--- config.mk ---
export PLATFORM = sky130hd
export DESIGN_NAME = ring_wave_monitor
export DESIGN_NICKNAME = d
export VERILOG_FILES = /design/src/rtl/ring_wave_monitor.sv
export SDC_FILE = /design/constraint.sdc
export NUM_CORES = 1
export LEC_CHECK = 0
export ABC_CLOCK_PERIOD_IN_PS = 1900
export BUFFER_PORTS_ARGS = -buffer_cell sky130_fd_sc_hd__buf_2
export CORE_MARGIN = 10
export CORE_UTILIZATION = 50
export CTS_BUF_LIST = sky130_fd_sc_hd__clkbuf_4 sky130_fd_sc_hd__clkbuf_8
export DETAILED_ROUTE_END_ITERATION = 7
export PLACE_DENSITY = 0.67
export SLEW_MARGIN = 10
export SYNTH_ARGS = -nofsm -noshare
export SYNTH_HDL_FRONTEND = slang
export SYNTH_SLANG_ARGS = --single-unit
--- constraint.sdc ---
create_clock -name clk -period 1.9 [get_ports clk]
set_input_delay 0.095 -clock clk [delete_from_list [all_inputs] [get_ports clk]]
set_output_delay 0.095 -clock clk [all_outputs]
set_load 0.05 [all_outputs]
--- src/rtl/ring_wave_monitor.sv ---
// Checks period/high time of the x/y/z ring-counter outputs and reports lock/sticky errors.
// Latency: a sampled rise updates ok/err one clock later; no backpressure (pure observer).
module ring_wave_monitor #(
    parameter int CNT_W    = 8,
    parameter int X_PERIOD = 8,
    parameter int X_HIGH   = 4,
    parameter int Y_PERIOD = 8,
    parameter int Y_HIGH   = 2,
    parameter int Z_PERIOD = 6,
    parameter int Z_HIGH   = 3,
    parameter int LOCK_CNT = 2
) (
    input  logic             clk,
    input  logic             rst_n,
    input  logic             x_in,
    input  logic             y_in,
    input  logic             z_in,
    input  logic             clr,
    output logic             x_ok,
    output logic             y_ok,
    output logic             z_ok,
    output logic             all_locked,
    output logic [2:0]       err_sticky,
    output logic [CNT_W-1:0] x_period
);
    typedef enum logic [1:0] {IDLE, MEASURE, LOCKED} state_t;

    localparam int                     GW     = $clog2(LOCK_CNT + 1);
    localparam logic [GW-1:0]          LOCK_V = GW'(LOCK_CNT);
    localparam logic [CNT_W-1:0]       SAT    = '1;
    // Channel index 2 = x, 1 = y, 0 = z, matching the err_sticky bit order.
    localparam logic [2:0][CNT_W-1:0]  PER_V  = {CNT_W'(X_PERIOD), CNT_W'(Y_PERIOD), CNT_W'(Z_PERIOD)};
    localparam logic [2:0][CNT_W-1:0]  HI_V   = {CNT_W'(X_HIGH), CNT_W'(Y_HIGH), CNT_W'(Z_HIGH)};

    logic [2:0]       w_in;
    logic [2:0]       r_s;
    logic [2:0]       r_sd;
    logic [2:0]       w_rise;
    logic [2:0]       w_fall;
    logic [2:0]       w_ok;
    logic [2:0]       w_err_set;
    logic [2:0]       r_err;
    logic [CNT_W-1:0] w_x_per_cnt;
    logic [CNT_W-1:0] r_x_period;

    assign w_in   = {x_in, y_in, z_in};
    assign w_rise = r_s & ~r_sd;
    assign w_fall = ~r_s & r_sd;

    always_ff @(posedge clk or negedge rst_n) begin
        if (!rst_n) begin
            r_s  <= '0;
            r_sd <= '0;
        end else begin
            r_s  <= w_in;
            r_sd <= r_s;
        end
    end

    for (genvar c = 0; c < 3; c++) begin : g_ch
        state_t           r_state;
        state_t           w_state_nxt;
        logic [GW-1:0]    r_good;
        logic [GW-1:0]    w_good_nxt;
        logic [GW-1:0]    w_good_inc;
        logic [CNT_W-1:0] r_per_cnt;
        logic [CNT_W-1:0] r_hi_cnt;
        logic [CNT_W-1:0] r_hi_cap;
        logic             w_match;
        logic             w_sat;
        logic             w_err;

        assign w_good_inc   = r_good + 1'b1;
        assign w_match      = (r_per_cnt == PER_V[c]) && (r_hi_cap == HI_V[c]);
        assign w_sat        = (r_per_cnt == SAT);
        assign w_ok[c]      = (r_state == LOCKED);
        assign w_err_set[c] = w_err;

        always_ff @(posedge clk or negedge rst_n) begin
            if (!rst_n) begin
                r_per_cnt <= '0;
                r_hi_cnt  <= '0;
                r_hi_cap  <= '0;
            end else begin
                if (w_rise[c])
                    r_per_cnt <= CNT_W'(1);
                else if (!w_sat)
                    r_per_cnt <= r_per_cnt + 1'b1;

                if (w_rise[c])
                    r_hi_cnt <= CNT_W'(1);
                else if (r_s[c] && (r_hi_cnt != SAT))
                    r_hi_cnt <= r_hi_cnt + 1'b1;

                if (w_fall[c])
                    r_hi_cap <= r_hi_cnt;
            end
        end

        always_ff @(posedge clk or negedge rst_n) begin
            if (!rst_n) begin
                r_state <= IDLE;
                r_good  <= '0;
            end else begin
                r_state <= w_state_nxt;
                r_good  <= w_good_nxt;
            end
        end

        // A rise always takes precedence; saturation only matters when the input is stuck.
        always_comb begin
            w_state_nxt = r_state;
            w_good_nxt  = r_good;
            w_err       = 1'b0;
            if (w_rise[c]) begin
                case (r_state)
                    IDLE: begin
                        w_state_nxt = MEASURE;
                        w_good_nxt  = '0;
                    end
                    MEASURE: begin
                        if (w_match) begin
                            w_good_nxt = w_good_inc;
                            if (w_good_inc == LOCK_V)
                                w_state_nxt = LOCKED;
                        end else begin
                            w_good_nxt = '0;
                        end
                    end
                    LOCKED: begin
                        if (!w_match) begin
                            w_state_nxt = MEASURE;
                            w_good_nxt  = '0;
                            w_err       = 1'b1;
                        end
                    end
                    default: w_state_nxt = IDLE;
                endcase
            end else if (w_sat) begin
                w_state_nxt = IDLE;
                w_err       = (r_state == LOCKED);
            end
        end

        if (c == 2) begin : g_xper
            assign w_x_per_cnt = r_per_cnt;
        end
    end

    always_ff @(posedge clk or negedge rst_n) begin
        if (!rst_n) begin
            r_err      <= '0;
            r_x_period <= '0;
        end else begin
            r_err <= (clr ? 3'b000 : r_err) | w_err_set;
            if (w_rise[2])
                r_x_period <= w_x_per_cnt;
        end
    end

    assign x_ok       = w_ok[2];
    assign y_ok       = w_ok[1];
    assign z_ok       = w_ok[0];
    assign all_locked = &w_ok;
    assign err_sticky = r_err;
    assign x_period   = r_x_period;
endmodule

==> impl_metrics.csv, run 1 <==
group,metric,value,unit
timing,fin_skew,0.00632,ns
finish,drive_above_1_share,17.5,%
clock_tree,clkLatencyLatePin,0.37,ns
power_and_ir_drop,leakagePower,2.51,nW
timing,fmax,0.569,GHz
drt,drt_pass1_iterations,4,
grt,antenna_found_initial,0,
drt,antenna_left,0,
drt,wl_met3,287,um
placed_design,dp_hpwl,6820,um
drt,wl_met2,4620,um
floorplan,die_h,119,um
clock_tree,clkTransAtPathRegs,0.09,ns
finish,fin_util,56.6,%
timing,hold_violations,0,
floorplan,die_area,14200,sq um
timing,tightest_slew,0.506,ns
grt,grt_pass1_wl,17000,um
critical_path,max_stage_delay,0.45,ns
placed_design,io_buffers,20,
job,cap_violations,0,
yosys,synth-async-reset-ratio,100,%
clock_tree,clockRootBuffer,"clkbuf_8",
yosys,yosysWarnings,0,
clock_tree,postCtsSetupBuffers,0,
yosys,synth_xor_area_share,1.77,%
critical_path,critPathKind,"register to primary output",
finish,nNetsFinal,512,
critical_path,worst-path-buf-inv,1,
yosys,synthCells,465,
drt,via_count,3606,
critical_path,cp_top_family,"simple AND/OR/NAND/NOR gates",
critical_path,crit_chain,"or2b_2 -> nor3_2 -> buf_2",
yosys,synth_seq_cells,101,
critical_path,arrival,1.66,ns
critical_path,critPathMaxFanout,7,
drt,initialDrtViolationCount,250,
yosys,synth_cell_types,63,
grt,grt_overflow_total,0,
timing,max_slew_margin,66.2,%
outcome,status,"complete, no violations",
critical_path,reg2reg_to,"g_ch[2].r_good[0]$_DFFE_PN0P_",
clock_tree,cts.sinks,101,
timing,fin_tns_setup,0,ns
clock_tree,clk_path_buf_depth,2,
min_path,hp-class,"input port to async pin",
finish,syn_to_final_growth,11.1,%
finish,seq_area,2530,sq um
critical_path,cp-end-kind,"primary output",
drt,top_layer,"met4",
yosys,synth_mux_area_share,6.77,%
power_and_ir_drop,ir_drop,0.404,mV
floorplan,coreArea,9680,sq um
drt,drcViolationCount,0,
critical_path,regToRegStartpoint,"g_ch[2].r_per_cnt[0]$_DFFE_PN0P_",
yosys,synth_top_family_by_area,"simple AND/OR/NAND/NOR gates",
timing,setup_viol,0,
power_and_ir_drop,finalPower,5.19,mW
critical_path,cp.required,1.80,ns
critical_path,rrSetupSlack,0.19,ns
finish,final_common_cell,"dfrtp_1",
floorplan,pin_count,21,
finish,multi_input_area,2220,sq um
critical_path,startpoint,"g_ch[2].r_state[0]$_DFFE_PN0P_",
drt,wirelength,9690,um
timing,fin_crit_sh,92.5,%
drt,wl_met1,4610,um
drt,wire_per_inst,15.4,um
timing,fin_crit,1.76,ns
timing,rsz0062_at_grt,"no",
clock_tree,h-tree-depth,3,
clock_tree,holdBufCountCts,5,
clock_tree,cts_tree,"done",
yosys,synth-edff-count,0,
critical_path,ff2ff_path_depth,6,
finish,layout_common_cells,"dfrtp_1 (101), nand2_1 (51), mux2_2 (23)",
floorplan,die_x,119,um
timing,drv_slew,0,
yosys,synth_adder_area_share,3.04,%
critical_path,startpoint_type,"register",
floorplan,initial_core_util,51.0,%
yosys,synth-simple-area-share,20.5,%
clock_tree,numCtsBuffers,9,
yosys,synth_fp_nets,483,
yosys,avgSynthCellArea,10.6,sq um
floorplan,rows,36,
clock_tree,cts_resized,0,
yosys,syn-cell-area,4940,sq um
grt,grt_start_max_net_pins,58,
power_and_ir_drop,power-per-cell-area,946,nW/um^2
drt,via_per_inst,5.71,
finish,diodes,0,
yosys,seq_area_frac_synth,51.2,%
critical_path,cp_slowest_cell,"dfrtp_1",
grt,grtUsageTotal,14.3,%
yosys,synth_compound_area_share,12.8,%
finish,fillers,834,
grt,first_global_vias,3556,
yosys,ys.flop_type,"dfrtp_1",
placed_design,gp_congestion,0.812,
==> per-layer routing <==
layer	GRT usage, %	up-vias
met5	0	-
met4	5.58	0
met3	3.21	17
met2	22.7	50
met1	18.5	1783
li1	-	1756
==> metrics by stage <==
stage               hold WS, ns  area (sq um)  cells  setup slack (ns)
finish                    0.161          5480    631             0.143
global route              0.166          5480    631            0.0447
CTS                       0.165          5480    631             0.130
detailed placement      0.00913          5220    611             0.208
global placement        0.00622          5220    611             0.287
floorplan                -0.201          4940    465             0.312
==> sequential cells by signal, indices dropped and copies added, names as in the netlist <==
name / cells
g_ch.r_hi_cap: 24
g_ch.r_state: 6
r_s: 3
x_period: 8
g_ch.r_hi_cnt: 24
err_sticky: 3
g_ch.r_per_cnt: 24
r_sd: 3
g_ch.r_good: 6
==> final cells by class <==
| type | count | share of cell area, % |
|---|---|---|
| Sequential cell | 101 | 46.1 |
| Inverter | 21 | 1.44 |
| Timing Repair Buffer | 39 | 4.93 |
| Clock inverter | 4 | 1.32 |
| Clock buffer | 11 | 2.65 |
| Tap cell | 133 | 3.04 |
| Multi-Input combinational cell | 322 | 40.5 |
==> synth_stat cells (all sizes together) (11+ instances only) <==
cell   number  area, sq um
a21oi      14         70.1
buf        17         97.6
dfrtp     101         2530
ha         12          150
inv        21         78.8
mux2       27          304
nand2      51          191
nand3      17         85.1
nand4      12          103
nor2       18         67.6
nor2b      11         68.8
nor3       13         65.1
o21ai      30          158
==> power breakdown <==
group / switching (mW) / internal [mW] / total [mW]
clock network: 0.717 / 0.783 / 1.50
registers: 0.361 / 2.45 / 2.81
logic: 0.485 / 0.387 / 0.872
total: 1.56 / 3.62 / 5.19
==> how the worst max path moves through the flow <==
stage / endpoint / cells after the start
after floorplan: g_ch[2].r_state[0]$_DFFE_PN0P_ / 7
after global placement: err_sticky[2]$_DFF_PN0_ / 6
after detailed placement: g_ch[2].r_good[0]$_DFFE_PN0P_ / 6
after CTS: all_locked / 3
after global routing: g_ch[2].r_good[0]$_DFFE_PN0P_ / 6
final: all_locked / 3
==> cell families (layout without fill, tap and decap cells) <==
| group | after synthesis | count (layout) |
|---|---|---|
| muxes | 30 | 30 |
| adders and majority gates | 12 | 12 |
| buffers and inverters | 42 | 75 |
| DFF | 101 | 101 |
| xor gates and xnor gates | 10 | 10 |
| and+or+nand+nor | 178 | 178 |
| AOI/OAI and AO/OA | 92 | 92 |
==> worst register-to-register path: stages, from the launching register on <==
cell and delay (ns):
dfrtp_1 0.42, inv_1 0.07, ha_1 0.20, nor4b_2 0.15, and4_1 0.24, o311ai_0 0.39, o21ai_1 0.12
No activity file was read; power rests on OpenSTA's default activity.
==> run 2: changes to the inputs <==
--- a/config.mk
+++ b/config.mk
@@ -5,7 +5,7 @@
 export SDC_FILE = /design/constraint.sdc
 export NUM_CORES = 1
 export LEC_CHECK = 0
-export ABC_CLOCK_PERIOD_IN_PS = 1900
+export ABC_CLOCK_PERIOD_IN_PS = 2180
 export BUFFER_PORTS_ARGS = -buffer_cell sky130_fd_sc_hd__buf_2
 export CORE_MARGIN = 10
 export CORE_UTILIZATION = 50
==> constraint.sdc (replaced) <==
create_clock -name clk -period 2.18 [get_ports clk]
set_input_delay 0.109 -clock clk [delete_from_list [all_inputs] [get_ports clk]]
set_output_delay 0.109 -clock clk [all_outputs]
set_load 0.05 [all_outputs]
==> run 2 against run 1 <==
Clock skew grew 0.0026 ns. Register-to-register slack gained 0.24 ns. Sequential share of layout area grew 0.49 points. Setup slack gained 0.21 ns. Power shrank 15%. First-iteration DRC count shrank 0.40%.
==> impl_metrics.csv, run 2 (same netlist as run 1, synthesis figures left out) <==
group,metric,value,unit
grt,grt_overflow_total,0,
critical_path,rrSetupSlack,0.43,ns
outcome,status,"complete, no violations",
drt,via_count,3533,
floorplan,die_area,14200,sq um
finish,drive_above_1_share,16.9,%
min_path,hp-class,"input port to async pin",
finish,fillers,825,
timing,max_slew_margin,63.4,%
floorplan,die_x,119,um
grt,grt_pass1_wl,16500,um
clock_tree,numCtsBuffers,9,
clock_tree,postCtsSetupBuffers,0,
clock_tree,clk_path_buf_depth,2,
clock_tree,holdBufCountCts,5,
job,cap_violations,0,
floorplan,rows,36,
timing,fin_crit,1.83,ns
timing,fin_skew,0.00892,ns
drt,via_per_inst,5.62,
grt,first_global_vias,3391,
critical_path,startpoint,"g_ch[2].r_state[0]$_DFFE_PN0P_",
placed_design,io_buffers,20,
placed_design,dp_hpwl,6660,um
critical_path,critPathKind,"register to primary output",
timing,setup_viol,0,
grt,met1_usage,18.3,%
drt,wire_per_inst,14.9,um
finish,reg_top3,"g_ch.r_hi_cap: 24 flops, g_ch.r_hi_cnt: 24 flops, g_ch.r_per_cnt: 24 flops",
timing,fin_tns_setup,0,ns
critical_path,ff2ff_path_depth,6,
drt,antenna_left,0,
critical_path,arrival,1.72,ns
finish,syn_to_final_growth,9.91,%
floorplan,initial_core_util,51.0,%
floorplan,coreArea,9680,sq um
critical_path,startpoint_type,"register",
finish,layout_common_cells,"dfrtp_1 (101), nand2_1 (51), mux2_2 (23)",
grt,antenna_found_initial,0,
critical_path,critPathMaxFanout,7,
placed_design,gp_congestion,0.828,
clock_tree,cts.sinks,101,
finish,final_common_cell,"dfrtp_1",
finish,fin_util,56.0,%
timing,tightest_slew,0.549,ns
power_and_ir_drop,power-per-cell-area,811,nW/um^2
grt,grtUsageTotal,13.6,%
clock_tree,cts_resized,0,
timing,rsz0062_at_grt,"no",
clock_tree,clkTransAtPathRegs,0.09,ns
timing,hold_violations,0,
critical_path,cp-end-kind,"primary output",
drt,wirelength,9340,um
clock_tree,clkLatencyLatePin,0.36,ns
grt,busiest_layer,"met2",
drt,drt_pass1_iterations,4,
critical_path,regToRegStartpoint,"g_ch[1].r_per_cnt[0]$_DFFE_PN0P_",
clock_tree,cts_tree,"done",
power_and_ir_drop,leakagePower,2.49,nW
drt,drcViolationCount,0,
critical_path,reg2reg_to,"g_ch[1].r_state[1]$_DFFE_PN0P_",
floorplan,pin_count,21,
timing,drv_slew,0,
grt,use_met3,3.59,%
grt,grt_start_max_net_pins,44,
critical_path,cp.required,2.07,ns
grt,grt_util_met2,21.0,%
finish,diodes,0,
clock_tree,h-tree-depth,3,
timing,fmax,0.547,GHz
finish,nNetsFinal,509,
power_and_ir_drop,ir_drop,0.548,mV
floorplan,die_h,119,um
timing,fin_crit_sh,83.9,%
clock_tree,clockRootBuffer,"clkbuf_8",
drt,initialDrtViolationCount,249,
-- run 2: how the worst max path moves through the flow --
stage | to | slack [ns] | cells after the start
4_1_cts | all_locked | 0.34 | 3
6_report | all_locked | 0.35 | 3
3_3_place_gp | err_sticky[2]$_DFF_PN0_ | 0.52 | 6
5_1_grt | g_ch[1].r_good[1]$_DFFE_PN0P_ | 0.21 | 6
2_1_floorplan | all_locked | 0.22 | 2
3_5_place_dp | g_ch[1].r_good[1]$_DFFE_PN0P_ | 0.46 | 4
-- run 2: worst max-delay path, stage by stage (launching register included) --
cell,delay [ns]
dfrtp_1,0.45
or2b_2,0.36
nor3_1,0.24
buf_2,0.31
-- run 2: cell type report --
class | count | area [sq um] | share of cell area, %
multi-input combinational | 322 | 2220 | 40.9
inverter | 21 | 78.8 | 1.45
sequential | 101 | 2530 | 46.6
clock inverter | 4 | 47.5 | 0.876
timing repair buffer | 36 | 235 | 4.34
clock buffer | 12 | 153 | 2.81
tap | 133 | 166 | 3.07
-- run 2: layer usage --
metal  routed length (um)  share of wire (%)  up-vias
li1                     -                  -     1745
met1                 4620                 49     1736
met2                 4320                 46       39
met3                  283                3.0       13
met4                  114                1.2        0
met5                    0                  0        -
-- run 2: through the flow --
stage                     instances  hold WS [ns]  worst slack [ns]  instance area, sq um  total power, mW
after floorplan                 465        -0.187             0.223                  4940             2.98
after global placement          608         0.131             0.519                  5170             3.20
after detailed placement        608         0.139             0.461                  5170             3.23
after CTS                       629         0.279             0.336                  5430             4.45
after global routing            629         0.297             0.206                  5430             4.66
final                           629         0.275             0.350                  5430             4.40
-- run 2: power by group --
| group | internal, mW | switching, mW | total [mW] |
|---|---|---|---|
| clock | 0.585 | 0.620 | 1.21 |
| combinational | 0.330 | 0.411 | 0.741 |
| sequential | 2.14 | 0.314 | 2.45 |
==> run 3: changes to the inputs <==
--- a/config.mk
+++ b/config.mk
@@ -5,13 +5,14 @@
 export SDC_FILE = /design/constraint.sdc
 export NUM_CORES = 1
 export LEC_CHECK = 0
-export ABC_CLOCK_PERIOD_IN_PS = 2180
+export ABC_AREA = 1
+export ABC_CLOCK_PERIOD_IN_PS = 1610
 export BUFFER_PORTS_ARGS = -buffer_cell sky130_fd_sc_hd__buf_2
 export CORE_MARGIN = 10
 export CORE_UTILIZATION = 50
 export CTS_BUF_LIST = sky130_fd_sc_hd__clkbuf_4 sky130_fd_sc_hd__clkbuf_8
 export DETAILED_ROUTE_END_ITERATION = 7
-export PLACE_DENSITY = 0.67
+export PLACE_DENSITY = 0.69
 export SLEW_MARGIN = 10
 export SYNTH_ARGS = -nofsm -noshare
 export SYNTH_HDL_FRONTEND = slang
==> constraint.sdc (replaced) <==
create_clock -name clk -period 1.61 [get_ports clk]
set_input_delay 0.0805 -clock clk [delete_from_list [all_inputs] [get_ports clk]]
set_output_delay 0.0805 -clock clk [all_outputs]
set_load 0.05 [all_outputs]
==> run 3 against run 2 <==
Synthesized cell count rose by 41%. Non-clock buffer count rose by 2. Die area up 2.8%. Largest power group unchanged.
==> impl_metrics.csv, run 3 <==
group,metric,value,unit
drt,via_per_inst,5.13,
yosys,yosysTopAreaCellShare,49.6,%
finish,syn_to_final_growth,13.0,%
critical_path,max_stage_delay,0.42,ns
grt,antenna_found_initial,0,
yosys,ys.flop_type,"dfrtp_1",
timing,max_slew_margin,70.3,%
finish,fillers,881,
min_path,hp-class,"input port to async pin",
drt,wire_per_inst,12.3,um
power_and_ir_drop,leakagePower,2.88,nW
drt,via_count,4269,
critical_path,crit_chain,"inv_1 -> nand2_1 -> inv_1 -> clkbuf_4",
yosys,avgSynthCellArea,7.76,sq um
grt,grt_start_max_net_pins,38,
floorplan,die_h,121,um
finish,final_cell_area,5760,sq um
yosys,synth_cell_types,29,
finish,layout_common_cells,"nand2_1 (165), dfrtp_1 (101), inv_1 (81)",
floorplan,die_x,121,um
critical_path,regToRegStartpoint,"g_ch[1].r_per_cnt[0]$_DFFE_PN0P_",
critical_path,cp_slowest_cell,"dfrtp_1",
yosys,synthMostInstantiatedCell,"nand2_1",
yosys,seq_area_frac_synth,49.6,%
clock_tree,clk_path_buf_depth,2,
floorplan,rows,36,
clock_tree,cts_tree,"done",
grt,grt_pass1_wl,18200,um
critical_path,startpoint_type,"register",
critical_path,critPathMaxFanout,4,
placed_design,dp_hpwl,7500,um
drt,antenna_left,0,
clock_tree,cts.sinks,101,
drt,drt_pass1_iterations,5,
timing,fin_ws,0.108,ns
critical_path,cp-end-kind,"primary output",
yosys,syn-cell-area,5100,sq um
outcome,status,"complete, no violations",
timing,tightest_slew,0.445,ns
yosys,synth-async-reset-ratio,100,%
critical_path,startpoint,"g_ch[2].r_state[0]$_DFFE_PN0P_",
timing,setup_viol,0,
yosys,synth_common_cells,"nand2_1 (169), dfrtp_1 (101), inv_1 (82)",
finish,reg_top3,"g_ch.r_hi_cap: 24 flops, g_ch.r_hi_cnt: 24 flops, g_ch.r_per_cnt: 24 flops",
critical_path,ff2ff_path_depth,10,
clock_tree,clkTransAtPathRegs,0.09,ns
finish,drive_above_1_share,11.7,%
timing,fmax,0.666,GHz
placed_design,post_dp_cell_area,5430,sq um
drt,wirelength,10200,um
grt,grt_overflow_total,0,
yosys,synthCells,657,
yosys,synth_seq_cells,101,
clock_tree,numCtsBuffers,9,
grt,grtUsageTotal,14.8,%
yosys,synth-edff-count,0,
floorplan,die_area,14600,sq um
timing,hold_violations,0,
placed_design,gp_congestion,0.888,
timing,fin_crit,1.50,ns
critical_path,reg2reg_to,"g_ch[1].r_state[0]$_DFFE_PN0P_",
grt,first_global_vias,4131,
power_and_ir_drop,power-per-cell-area,1100,nW/um^2
floorplan,initial_core_util,51.7,%
critical_path,arrival,1.42,ns
clock_tree,clkLatencyLatePin,0.37,ns
critical_path,crit_top_cell,"inv_1",
critical_path,critPathKind,"register to primary output",
finish,final_common_cell,"nand2_1",
yosys,synth_fp_nets,675,
clock_tree,h-tree-depth,3,
yosys,yosysTopAreaCell,"dfrtp_1",
finish,nNetsFinal,712,
yosys,yosysWarnings,0,
timing,fin_crit_sh,93.3,%
finish,diodes,0,
drt,drcViolationCount,0,
clock_tree,clockRootBuffer,"clkbuf_8",
drt,initialDrtViolationCount,291,
timing,drv_slew,0,
floorplan,coreArea,9860,sq um
yosys,synth_area_leaders,"dfrtp_1 (50%), nand2_1 (12%), nand3_1 (6.9%)",
power_and_ir_drop,ir_drop,0.751,mV
critical_path,cp.required,1.53,ns
floorplan,pin_count,21,
critical_path,rrSetupSlack,0.14,ns
placed_design,dp_slack,0.120,ns
placed_design,io_buffers,20,
timing,fin_skew,0.00828,ns
job,cap_violations,0,
[run 3: cell types whose count changed in the layout (fill, tap and decap cells not counted), moves of 8 or more]
cell | previous run | this run
nor2_1 | 18 | 66
and3_1 | 8 | 0
nor2b_1 | 11 | 0
a21oi_1 | 14 | 6
o21ai_0 | 21 | 67
mux2_2 | 23 | 2
or2_2 | 0 | 9
nand2b_1 | 10 | 0
nand2_1 | 51 | 165
inv_1 | 21 | 81
nand3_1 | 17 | 70
[run 3: worst max path at each step]
stage	to	slack, ns	depth (start not counted)
3_3_place_gp	g_ch[1].r_hi_cnt[0]$_DFFE_PN0P_	0.12	8
3_5_place_dp	g_ch[0].r_state[1]$_DFFE_PN0P_	0.12	8
5_1_grt	g_ch[1].r_hi_cnt[0]$_DFFE_PN0P_	-0.02	8
4_1_cts	all_locked	0.05	4
6_report	x_ok	0.11	4
2_1_floorplan	g_ch[2].r_hi_cnt[5]$_DFFE_PN0P_	0.29	10
[run 3: layout make-up]
cell class	instances	area (sq um)	share of cell area [%]
Sequential cell	101	2530	43.8
Inverter	83	312	5.40
Clock buffer	13	166	2.89
Timing Repair Buffer	38	284	4.93
Multi-Input combinational cell	461	2240	38.9
Tap cell	133	166	2.89
Clock inverter	3	67.6	1.17
[run 3: repair_timing]
action,CTS,global route
hold buffers,5,0
hold endpoints to repair,36,0
endpoints found under the setup margin,1,24
pin swaps,0,2
gates resized for setup,1,15
buffers inserted,0,1
[run 3: kinds of logic after synthesis]
group | Yosys count | share of synthesized area [%]
XOR/XNOR | 5 | 0.859
adder cells (fa/ha/maj) | 12 | 2.94
AO/OA/AOI/OAI | 85 | 8.71
AND/OR/NAND/NOR | 357 | 30.2
buffers and inverters | 95 | 7.29
multiplexers | 2 | 0.442
flip-flops | 101 | 49.6
[run 3: routing by layer]
| metal | share of wire (%) | track usage [%] | vias to the layer above |
|---|---|---|---|
| li1 | - | - | 2195 |
| met1 | 47 | 18.4 | 1970 |
| met2 | 47 | 24.3 | 90 |
| met3 | 4.9 | 4.42 | 14 |
| met4 | 1.1 | 4.75 | 0 |
| met5 | 0 | 0 | - |
[run 3: stage by stage]
| stage | cells | hold slack [ns] | TNS (ns) | util [%] | total power [mW] |
|---|---|---|---|---|---|
| 3_5_place_dp | 810 | 0.0589 | 0 | 55.0 | 4.47 |
| 3_3_place_gp | 810 | 0.0563 | 0 | 55.0 | 4.42 |
| 4_1_cts | 831 | 0.198 | 0 | 57.9 | 6.33 |
| 6_report | 832 | 0.196 | 0 | 58.4 | 6.31 |
| 2_1_floorplan | 657 | -0.215 | 0 | - | 4.10 |
| 5_1_grt | 832 | 0.228 | -0.0469 | 58.4 | 6.74 |
[run 3: worst max-delay path: cells and delay by family (launching register included)]
kind                   cells  cell delay (ns)
buffers and inverters      3             0.49
and+or+nand+nor            1             0.13
DFF                        1             0.42
[run 3: where the power goes]
| part | switching [mW] | total [mW] | internal, mW | leakage, nW |
|---|---|---|---|---|
| logic | 0.836 | 1.30 | 0.465 | 1.42 |
| clock network | 0.834 | 1.83 | 0.996 | 0.117 |
| registers | 0.318 | 3.18 | 2.86 | 1.34 |
| total | 1.99 | 6.31 | 4.32 | 2.88 |
